<file path="src/rtl/mem_arb_pkg.sv">
// Shared definitions for the unified-memory port arbiter.
//   arb_state_e : arbiter FSM states (idle / memory busy / response pulse)
//   grant_e     : which requester owns the current access
//   BE_WORD     : full-word byte enable, used for every fetch
//   BE_BYTE     : single-byte enable pattern from the decoder masks
package mem_arb_pkg;

    typedef enum logic [1:0] {
        StIdle = 2'd0,
        StBusy = 2'd1,
        StResp = 2'd2
    } arb_state_e;

    typedef enum logic [1:0] {
        GntNone = 2'd0,
        GntIf   = 2'd1,
        GntD    = 2'd2
    } grant_e;

    localparam logic [3:0] BE_WORD = 4'b1111;
    localparam logic [3:0] BE_BYTE = 4'b0001;

    // STARVE_LIMIT is bounded to 1..15, so four bits always suffice.
    localparam int unsigned StarveCntW = 4;

endpackage

</file>
<file path="src/rtl/arb_starve_counter.sv">
// Fetch-starvation guard for the memory port arbiter.
//   clk, rst_n : clock, asynchronous active-low reset
//   d_grant    : data access granted this cycle
//   if_grant   : fetch access granted this cycle
//   if_req     : fetch currently pending
//   starve_cnt : data grants issued while a fetch was waiting
//   force_if   : counter at limit, the next contended grant must go to fetch
module arb_starve_counter
    import mem_arb_pkg::*;
#(
    parameter int unsigned STARVE_LIMIT = 4
) (
    input  logic                  clk,
    input  logic                  rst_n,
    input  logic                  d_grant,
    input  logic                  if_grant,
    input  logic                  if_req,
    output logic [StarveCntW-1:0] starve_cnt,
    output logic                  force_if
);

    localparam logic [StarveCntW-1:0] Limit = StarveCntW'(STARVE_LIMIT);

    logic [StarveCntW-1:0] cnt_q, cnt_d;

    always_comb begin
        cnt_d = cnt_q;
        if (if_grant) begin
            cnt_d = '0;
        end else if (d_grant && if_req && (cnt_q != Limit)) begin
            cnt_d = cnt_q + StarveCntW'(1);
        end
    end

    always_ff @(posedge clk or negedge rst_n) begin
        if (!rst_n) begin
            cnt_q <= '0;
        end else begin
            cnt_q <= cnt_d;
        end
    end

    assign starve_cnt = cnt_q;
    assign force_if   = (cnt_q == Limit);

endmodule

</file>
<file path="src/rtl/mem_port_arbiter.sv">
// Shares the single-port unified memory between instruction fetch and the
// MEM-stage data access. Each access runs IDLE -> BUSY (req/ack) -> RESP
// (one-cycle done pulse), so requests are only resampled after the pipeline
// has reacted to the previous completion.
//   clk, rst_n                 : clock, asynchronous active-low reset
//   if_req/if_addr             : fetch request held until if_done
//   if_rdata/if_done/if_stall  : fetched word, completion pulse, stall to hazard unit
//   d_MemRead/d_MemWrite       : decoder byte masks, nonzero means a data request
//   d_addr/d_wdata             : data address and store data
//   d_rdata/d_done/d_stall     : raw load word, completion pulse, stall to hazard unit
//   mem_req/we/be/addr/wdata   : memory request, held stable while waiting for ack
//   mem_ack/mem_rdata          : memory completion and read data
module mem_port_arbiter
    import mem_arb_pkg::*;
#(
    parameter int unsigned AW           = 32,
    parameter int unsigned STARVE_LIMIT = 4
) (
    input  logic          clk,
    input  logic          rst_n,
    input  logic          if_req,
    input  logic [AW-1:0] if_addr,
    output logic [31:0]   if_rdata,
    output logic          if_done,
    output logic          if_stall,
    input  logic [3:0]    d_MemRead,
    input  logic [3:0]    d_MemWrite,
    input  logic [AW-1:0] d_addr,
    input  logic [31:0]   d_wdata,
    output logic [31:0]   d_rdata,
    output logic          d_done,
    output logic          d_stall,
    output logic          mem_req,
    output logic          mem_we,
    output logic [3:0]    mem_be,
    output logic [AW-1:0] mem_addr,
    output logic [31:0]   mem_wdata,
    input  logic          mem_ack,
    input  logic [31:0]   mem_rdata
);

    arb_state_e state_q, state_d;
    grant_e     grant_q, grant_d;

    logic                  d_req;
    logic                  gnt_data;
    logic                  gnt_fetch;
    logic                  force_if;
    logic [StarveCntW-1:0] starve_cnt;

    logic [AW-1:0] addr_q;
    logic [31:0]   wdata_q;
    logic          we_q;
    logic [3:0]    be_q;
    logic [31:0]   if_rdata_q;
    logic [31:0]   d_rdata_q;

    assign d_req = (|d_MemRead) | (|d_MemWrite);

    // Grant decision, only meaningful in IDLE. Data has priority unless fetch
    // has been passed over STARVE_LIMIT times in a row.
    always_comb begin
        gnt_data  = 1'b0;
        gnt_fetch = 1'b0;
        if (state_q == StIdle) begin
            if (d_req && !(if_req && force_if)) begin
                gnt_data = 1'b1;
            end else if (if_req) begin
                gnt_fetch = 1'b1;
            end
        end
    end

    arb_starve_counter #(
        .STARVE_LIMIT (STARVE_LIMIT)
    ) u_starve (
        .clk        (clk),
        .rst_n      (rst_n),
        .d_grant    (gnt_data),
        .if_grant   (gnt_fetch),
        .if_req     (if_req),
        .starve_cnt (starve_cnt),
        .force_if   (force_if)
    );

    always_comb begin
        state_d = state_q;
        grant_d = grant_q;
        unique case (state_q)
            StIdle: begin
                if (gnt_data) begin
                    state_d = StBusy;
                    grant_d = GntD;
                end else if (gnt_fetch) begin
                    state_d = StBusy;
                    grant_d = GntIf;
                end
            end
            StBusy: begin
                if (mem_ack) begin
                    state_d = StResp;
                end
            end
            StResp: begin
                state_d = StIdle;
                grant_d = GntNone;
            end
            default: begin
                state_d = StIdle;
                grant_d = GntNone;
            end
        endcase
    end

    always_ff @(posedge clk or negedge rst_n) begin
        if (!rst_n) begin
            state_q <= StIdle;
            grant_q <= GntNone;
        end else begin
            state_q <= state_d;
            grant_q <= grant_d;
        end
    end

    // Request attributes are latched at the grant edge so the memory sees
    // stable values for the whole BUSY phase, whatever the requesters do.
    always_ff @(posedge clk or negedge rst_n) begin
        if (!rst_n) begin
            addr_q  <= '0;
            wdata_q <= '0;
            we_q    <= 1'b0;
            be_q    <= '0;
        end else if (gnt_data) begin
            addr_q  <= d_addr;
            wdata_q <= d_wdata;
            // A nonzero write mask wins over a simultaneous read mask.
            we_q    <= |d_MemWrite;
            be_q    <= (|d_MemWrite) ? d_MemWrite : d_MemRead;
        end else if (gnt_fetch) begin
            addr_q  <= if_addr;
            wdata_q <= '0;
            we_q    <= 1'b0;
            be_q    <= BE_WORD;
        end
    end

    always_ff @(posedge clk or negedge rst_n) begin
        if (!rst_n) begin
            if_rdata_q <= '0;
            d_rdata_q  <= '0;
        end else if ((state_q == StBusy) && mem_ack) begin
            if (grant_q == GntIf) begin
                if_rdata_q <= mem_rdata;
            end else begin
                d_rdata_q <= mem_rdata;
            end
        end
    end

    // Decoded straight from the state register, so reset drops mem_req at once.
    assign mem_req   = (state_q == StBusy);
    assign mem_we    = we_q;
    assign mem_be    = be_q;
    assign mem_addr  = addr_q;
    assign mem_wdata = wdata_q;

    assign if_done  = (state_q == StResp) && (grant_q == GntIf);
    assign d_done   = (state_q == StResp) && (grant_q == GntD);
    assign if_rdata = if_rdata_q;
    assign d_rdata  = d_rdata_q;

    assign if_stall = if_req & ~if_done;
    assign d_stall  = d_req & ~d_done;

endmodule

</file>
<file path="config.mk">
export PLATFORM = sky130hd
export DESIGN_NAME = mem_port_arbiter
export DESIGN_NICKNAME = d
export VERILOG_FILES = /design/src/rtl/mem_arb_pkg.sv /design/src/rtl/arb_starve_counter.sv /design/src/rtl/mem_port_arbiter.sv
export SDC_FILE = /design/constraint.sdc
export NUM_CORES = 1
export LEC_CHECK = 0
export ABC_CLOCK_PERIOD_IN_PS = 1950
export BUFFER_PORTS_ARGS = -buffer_cell sky130_fd_sc_hd__buf_2
export CORE_ASPECT_RATIO = 0.6
export CORE_MARGIN = 2
export CORE_UTILIZATION = 46
export DETAILED_ROUTE_END_ITERATION = 7
export GPL_TIMING_DRIVEN = 0
export PLACE_DENSITY = 0.8
export SYNTH_ARGS = -nofsm -noshare
export SYNTH_HDL_FRONTEND = slang
export SYNTH_SLANG_ARGS = --single-unit
</file>
<file path="constraint.sdc">
create_clock -name clk -period 1.95 [get_ports clk]
set_input_delay 0.195 -clock clk [delete_from_list [all_inputs] [get_ports clk]]
set_output_delay 0.195 -clock clk [all_outputs]
set_load 0.05 [all_outputs]
</file>
# Word level (Yosys, flattened, before mapping)
# Index checks and enable logic that the tools add are counted.
[op_classes]
add_sub_neg = 1
eq_ne = 8
n_mux = 22
n_bitwise = 7
reduce_logical = 17
[ops]
columns = ["operator", "n"]
rows = [
  ["$mux W32", 4],
  ["$mux W4", 5],
  ["$mux W2", 4],
  ["$pmux W2 S2", 2],
  ["$reduce_and A2 Y1", 4],
  ["$reduce_or A4 Y1", 2],
  ["$logic_and A1 B1 Y1", 7],
  ["$mux W1", 7],
  ["$add A4 B1 Y4 const B", 1],
  ["$eq A2 B1 Y1 const B", 2],
  ["$eq A2 B2 Y1 const B", 2],
  ["$eq A4 B3 Y1 const B", 1],
  ["$ne A4 B3 Y1 const B", 1],
  ["$not A1 Y1", 4],
  ["$reduce_bool A2 Y1", 2],
  ["$ne A3 B2 Y1 const B", 1],
  ["$and A1 B1 Y1", 2],
  ["$logic_not A2 Y1", 1],
  ["$ne A2 B1 Y1 const B", 1],
  ["$logic_not A1 Y1", 1],
  ["$or A1 B1 Y1", 1],
]
[word_totals]
register_bits = 141
in_bits = 140
elab_cells = 64

# Depth between registers and ports, before layout
[depth]
word_depth = 10
mapped_depth = 8
ltp_nobuf = 6

# Modules after synthesis
# Synthesis repeated with hierarchy kept, for this count alone.
[unflattened]
hier_cells = 429
area_unflattened_um2 = 6128.4
[by_module_without_submodules]
columns = ["mod", "instances", "cells_per_inst", "area_each_um2"]
rows = [
  ["mem_port_arbiter", 1, 404, 5894.4],
  ["arb_starve_counter", 1, 25, 234.0],
]

# Worst setup path after synthesis
# No wires, ideal clock.
[synth_timing]
kind = "reg2out"
from = "register state_q[0]"
to = "output d_stall"
t_arrival_ps = 2891
path_slack_ps = -1136
stages_incl_launch_ff = 3
cell_sequence = "dfrtp_1 > nor4b_1 > nor2_1"
[synth_between]
elab_chain_cells = 4
[synth_lines]
columns = ["element", "line_no", "rtl"]
rows = [
  ["start, declared", "mem_port_arbiter.sv:42", "arb_state_e state_q, state_d;"],
  ["start signal, assigned", "mem_port_arbiter.sv:117", "state_q <= StIdle;"],
  ["start signal, assigned", "mem_port_arbiter.sv:120", "state_q <= state_d;"],
  ["$eq A2 B2 Y1", "mem_port_arbiter.sv:168", "assign d_done = (state_q == StResp) && (grant_q == GntD);"],
  ["$logic_and A1 B1 Y1", "mem_port_arbiter.sv:168", ""],
  ["via d_done", "mem_port_arbiter.sv:31", "output logic d_done,"],
  ["$not A1 Y1", "mem_port_arbiter.sv:173", "assign d_stall = d_req & ~d_done;"],
  ["$and A1 B1 Y1", "mem_port_arbiter.sv:173", ""],
  ["end, declared", "mem_port_arbiter.sv:32", "output logic d_stall,"],
]
# The timed path passes the listed nets, and every way through them passes these cells.

# Final worst setup path
[layout_timing]
from = "register grant_q[1]"
to = "output d_done"
[layout_between]
elab_chain_cells = 2
[layout_lines]
columns = ["element", "line_no", "rtl"]
rows = [
  ["start, declared", "mem_port_arbiter.sv:43", "grant_e grant_q, grant_d;"],
  ["start signal, assigned", "mem_port_arbiter.sv:118", "grant_q <= GntNone;"],
  ["start signal, assigned", "mem_port_arbiter.sv:121", "grant_q <= grant_d;"],
  ["$eq A2 B2 Y1", "mem_port_arbiter.sv:168", ""],
  ["$logic_and A1 B1 Y1", "mem_port_arbiter.sv:168", ""],
  ["end, declared", "mem_port_arbiter.sv:31", ""],
]
# No other way between the ends.

==> results.md <==
* Max clock buf depth at 2
* Ports at 278
* Slew headroom at 61.8%
* CP endpoint kind: output pin
* Initial DRC count at 187
* EDFF count, synth at 0
* First-pass GRT wire length at 26200 µm
* Die Wd at 149 µm
* Async set-or-reset flop fraction in the synthesized netlist at 100%
* Layout fillers at 942
* FP Rows at 31
* H-tree levels at 4
* Skew final at 0.0112 ns
* Root buf cell: clkbuf_16
* Clock insertion delay at the later pin of the skew report at 0.41 ns
* Crit path arrival time at 1.69 ns
* # setup viols final at 0
* Synth Cell Area at 0.00581 mm²
* Initial Util at 47.7%
* Vias in the first global route at 4961
* DIE HEIGHT at 91.1 µm
* CP required at 1.75 ns
* Fin crit share at 96.6%
* Mapped Cells at 524
* Crit path launch type: flip-flop
* Post-Syn Nets at 666
* Area Overhead vs Synth at 40.0%
* Post-layout nets at 964
* Clock-pin slew on the worst setup and hold paths at 0.06 ns
* Reg-to-Reg End: if_rdata[10]
* Min-Delay Endpoint: mem_wdata[11]
* Detailed Route WL at 16500 µm
* Sequential area share after synthesis at 60.7%
* Placed Instances at 967
* Antenna viol nets, final at 0
* Die ar. at 0.0136 mm²
* Initial antenna violation count at 1
* Inserted Diodes at 0
* Tmin final at 1.88 ns
* Final Non-Filler Cells at 1000
* Total CTS buffers at 17
* Core Box Area at 0.0122 mm²
* # clock sinks at 141
* Vias/cell at 4.99
* Detailed Routing Iterations Pass 1 at 4
* Critical path type: flip-flop to output pin
* Hold WC Path Type: input port to flip-flop
* CP max FO at 3
* Global-route usage over all layers at 25.0%
* R2R setup slack at 0.09 ns
* Fraction of layout cells with a size suffix above 1 at 49.1%
* Hold violation count in the final report at 0
* Syn. warnings at 0
* Via count at 4993
* Final Max Tran Viols at 0
* Status: complete, no violations
* Residual DRC at 0
* Post-CTS Setup Inserts at 0
* Flop and latch count out of synthesis at 141
* CTS tree: done
* RR Startpoint: state_q[0]
* Fmax at 0.531 GHz
* Tightest Pin Transition at 0.568 ns
* Gr ovfl total at 0
* Ys flop type: dfrtp_1
* Gpl congestion at 0.840
* Syn Area/Cell at 11.1 µm²
* Wire per inst at 16.5 µm
* Largest net degree at the start of global routing at 104
* Hold path depth at 3
* Detail Placement HPWL at 12300 µm
* R2r worst-path depth at 5
* Hold path startpoint: d_wdata[11]
* Unique masters post-synth at 28
* Max Cap Viol at 0
* PortBufs at 277
synth_stat cells, drive strengths merged, types with 2 or more instances:
library cell / number / area [µm²]
buf: 22 / 146
nor4b: 2 / 17.5
nor2: 40 / 150
o21ai: 43 / 215
nor2b: 4 / 25.0
clkbuf: 10 / 37.5
a21oi: 2 / 10.0
a31oi: 36 / 225
or4: 2 / 22.5
nand3: 36 / 180
ha: 2 / 25.0
dfrtp: 141 / 3530
inv: 41 / 154
nand2: 68 / 255
mux2: 65 / 732
routing by layer:
layer / up-vias / routed length, µm / GRT usage [%]
met5: - / 13 / 0
met4: 2 / 242 / 8.10
met3: 23 / 1310 / 7.19
met2: 191 / 7880 / 40.6
met1: 2392 / 7090 / 32.4
li1: 2385 / - / -
kinds of logic after synthesis:
logic type / synth area share [%]
AOI/OAI and AO/OA: 8.67
adders and majority gates: 0.430
buffers and inverters: 5.81
DFF: 60.7
muxes: 12.6
and+or+nand+nor: 11.8
flip-flops by register name (all words and copies together), names as in the netlist:
name and flops:
state_q 2, mem_be 4, d_rdata 32, if_rdata 32, mem_wdata 32, mem_we 1
u_starve.starve_cnt 4, grant_q 2, mem_addr 32
critical path, cell delays in order (launching register included):
cell      delay [ns]
dfrtp_1         0.48
inv_1           0.13
nor4b_2         0.35
clkbuf_4        0.32
timing repair:
action                     CTS  global route
hold endpoints to repair    38             0
setup endpoints to repair   32            97
hold buffers                 1             0
resized for setup            3            10
worst max path at each step:
| stage | to | cells after the start | from | slack (ns) |
|---|---|---|---|---|
| floorplan | d_stall | 2 | state_q[0] | -0.24 |
| global placement | mem_wdata[21] | 1 | rst_n | -1.24 |
| detailed placement | d_rdata[30] | 5 | state_q[0] | -0.02 |
| CTS | u_starve.starve_cnt[2] | 5 | state_q[0] | 0.007 |
| global route | if_rdata[10] | 5 | state_q[0] | -0.002 |
| finish | d_done | 3 | grant_q[1] | 0.07 |
final cells by class:
class                           count  area, µm²  area share, %
Inverter                           41        154           1.89
Tap cell                          165        206           2.54
Multi-Input combinational cell    310       1990           24.4
Sequential cell                   141       3530           43.4
Clock inverter                     14        208           2.55
Buffer                             32        191           2.35
Clock buffer                       18        429           5.27
Timing Repair Buffer              279       1430           17.6
metrics by stage:
step / area [µm²] / hold slack [ns] / setup WS [ns] / TNS (ns) / utilization, %
global placement: 7430 / 0.436 / -1.24 / -173.01 / 61.0
finish: 8140 / 0.0206 / 0.0671 / 0 / 66.8
CTS: 8120 / 0.00708 / 0.00654 / 0 / 66.7
detailed placement: 7460 / 0.122 / -0.0231 / -0.234 / 61.3
global route: 8140 / 0.0118 / -0.00180 / -0.00332 / 66.8
floorplan: 5840 / -0.101 / -0.245 / -12.56 / -
cell usage in the layout (no fill, tap or decap), types with 3 or more instances in the layout:
cell,n
bufinv_16,4
nand3_1,36
o21ai_1,8
dfrtp_1,140
buf_4,14
clkbuf_2,3
nor2_1,39
inv_1,41
clkbuf_16,17
clkinv_4,3
clkbuf_1,8
buf_2,281
o21ai_0,35
a31oi_1,36
mux2_2,65
inv_6,3
nand2_1,67
Power is left out: the tool's default activity adds up to more than one toggle a clock period on the data nets, which glitch-free logic cannot reach.
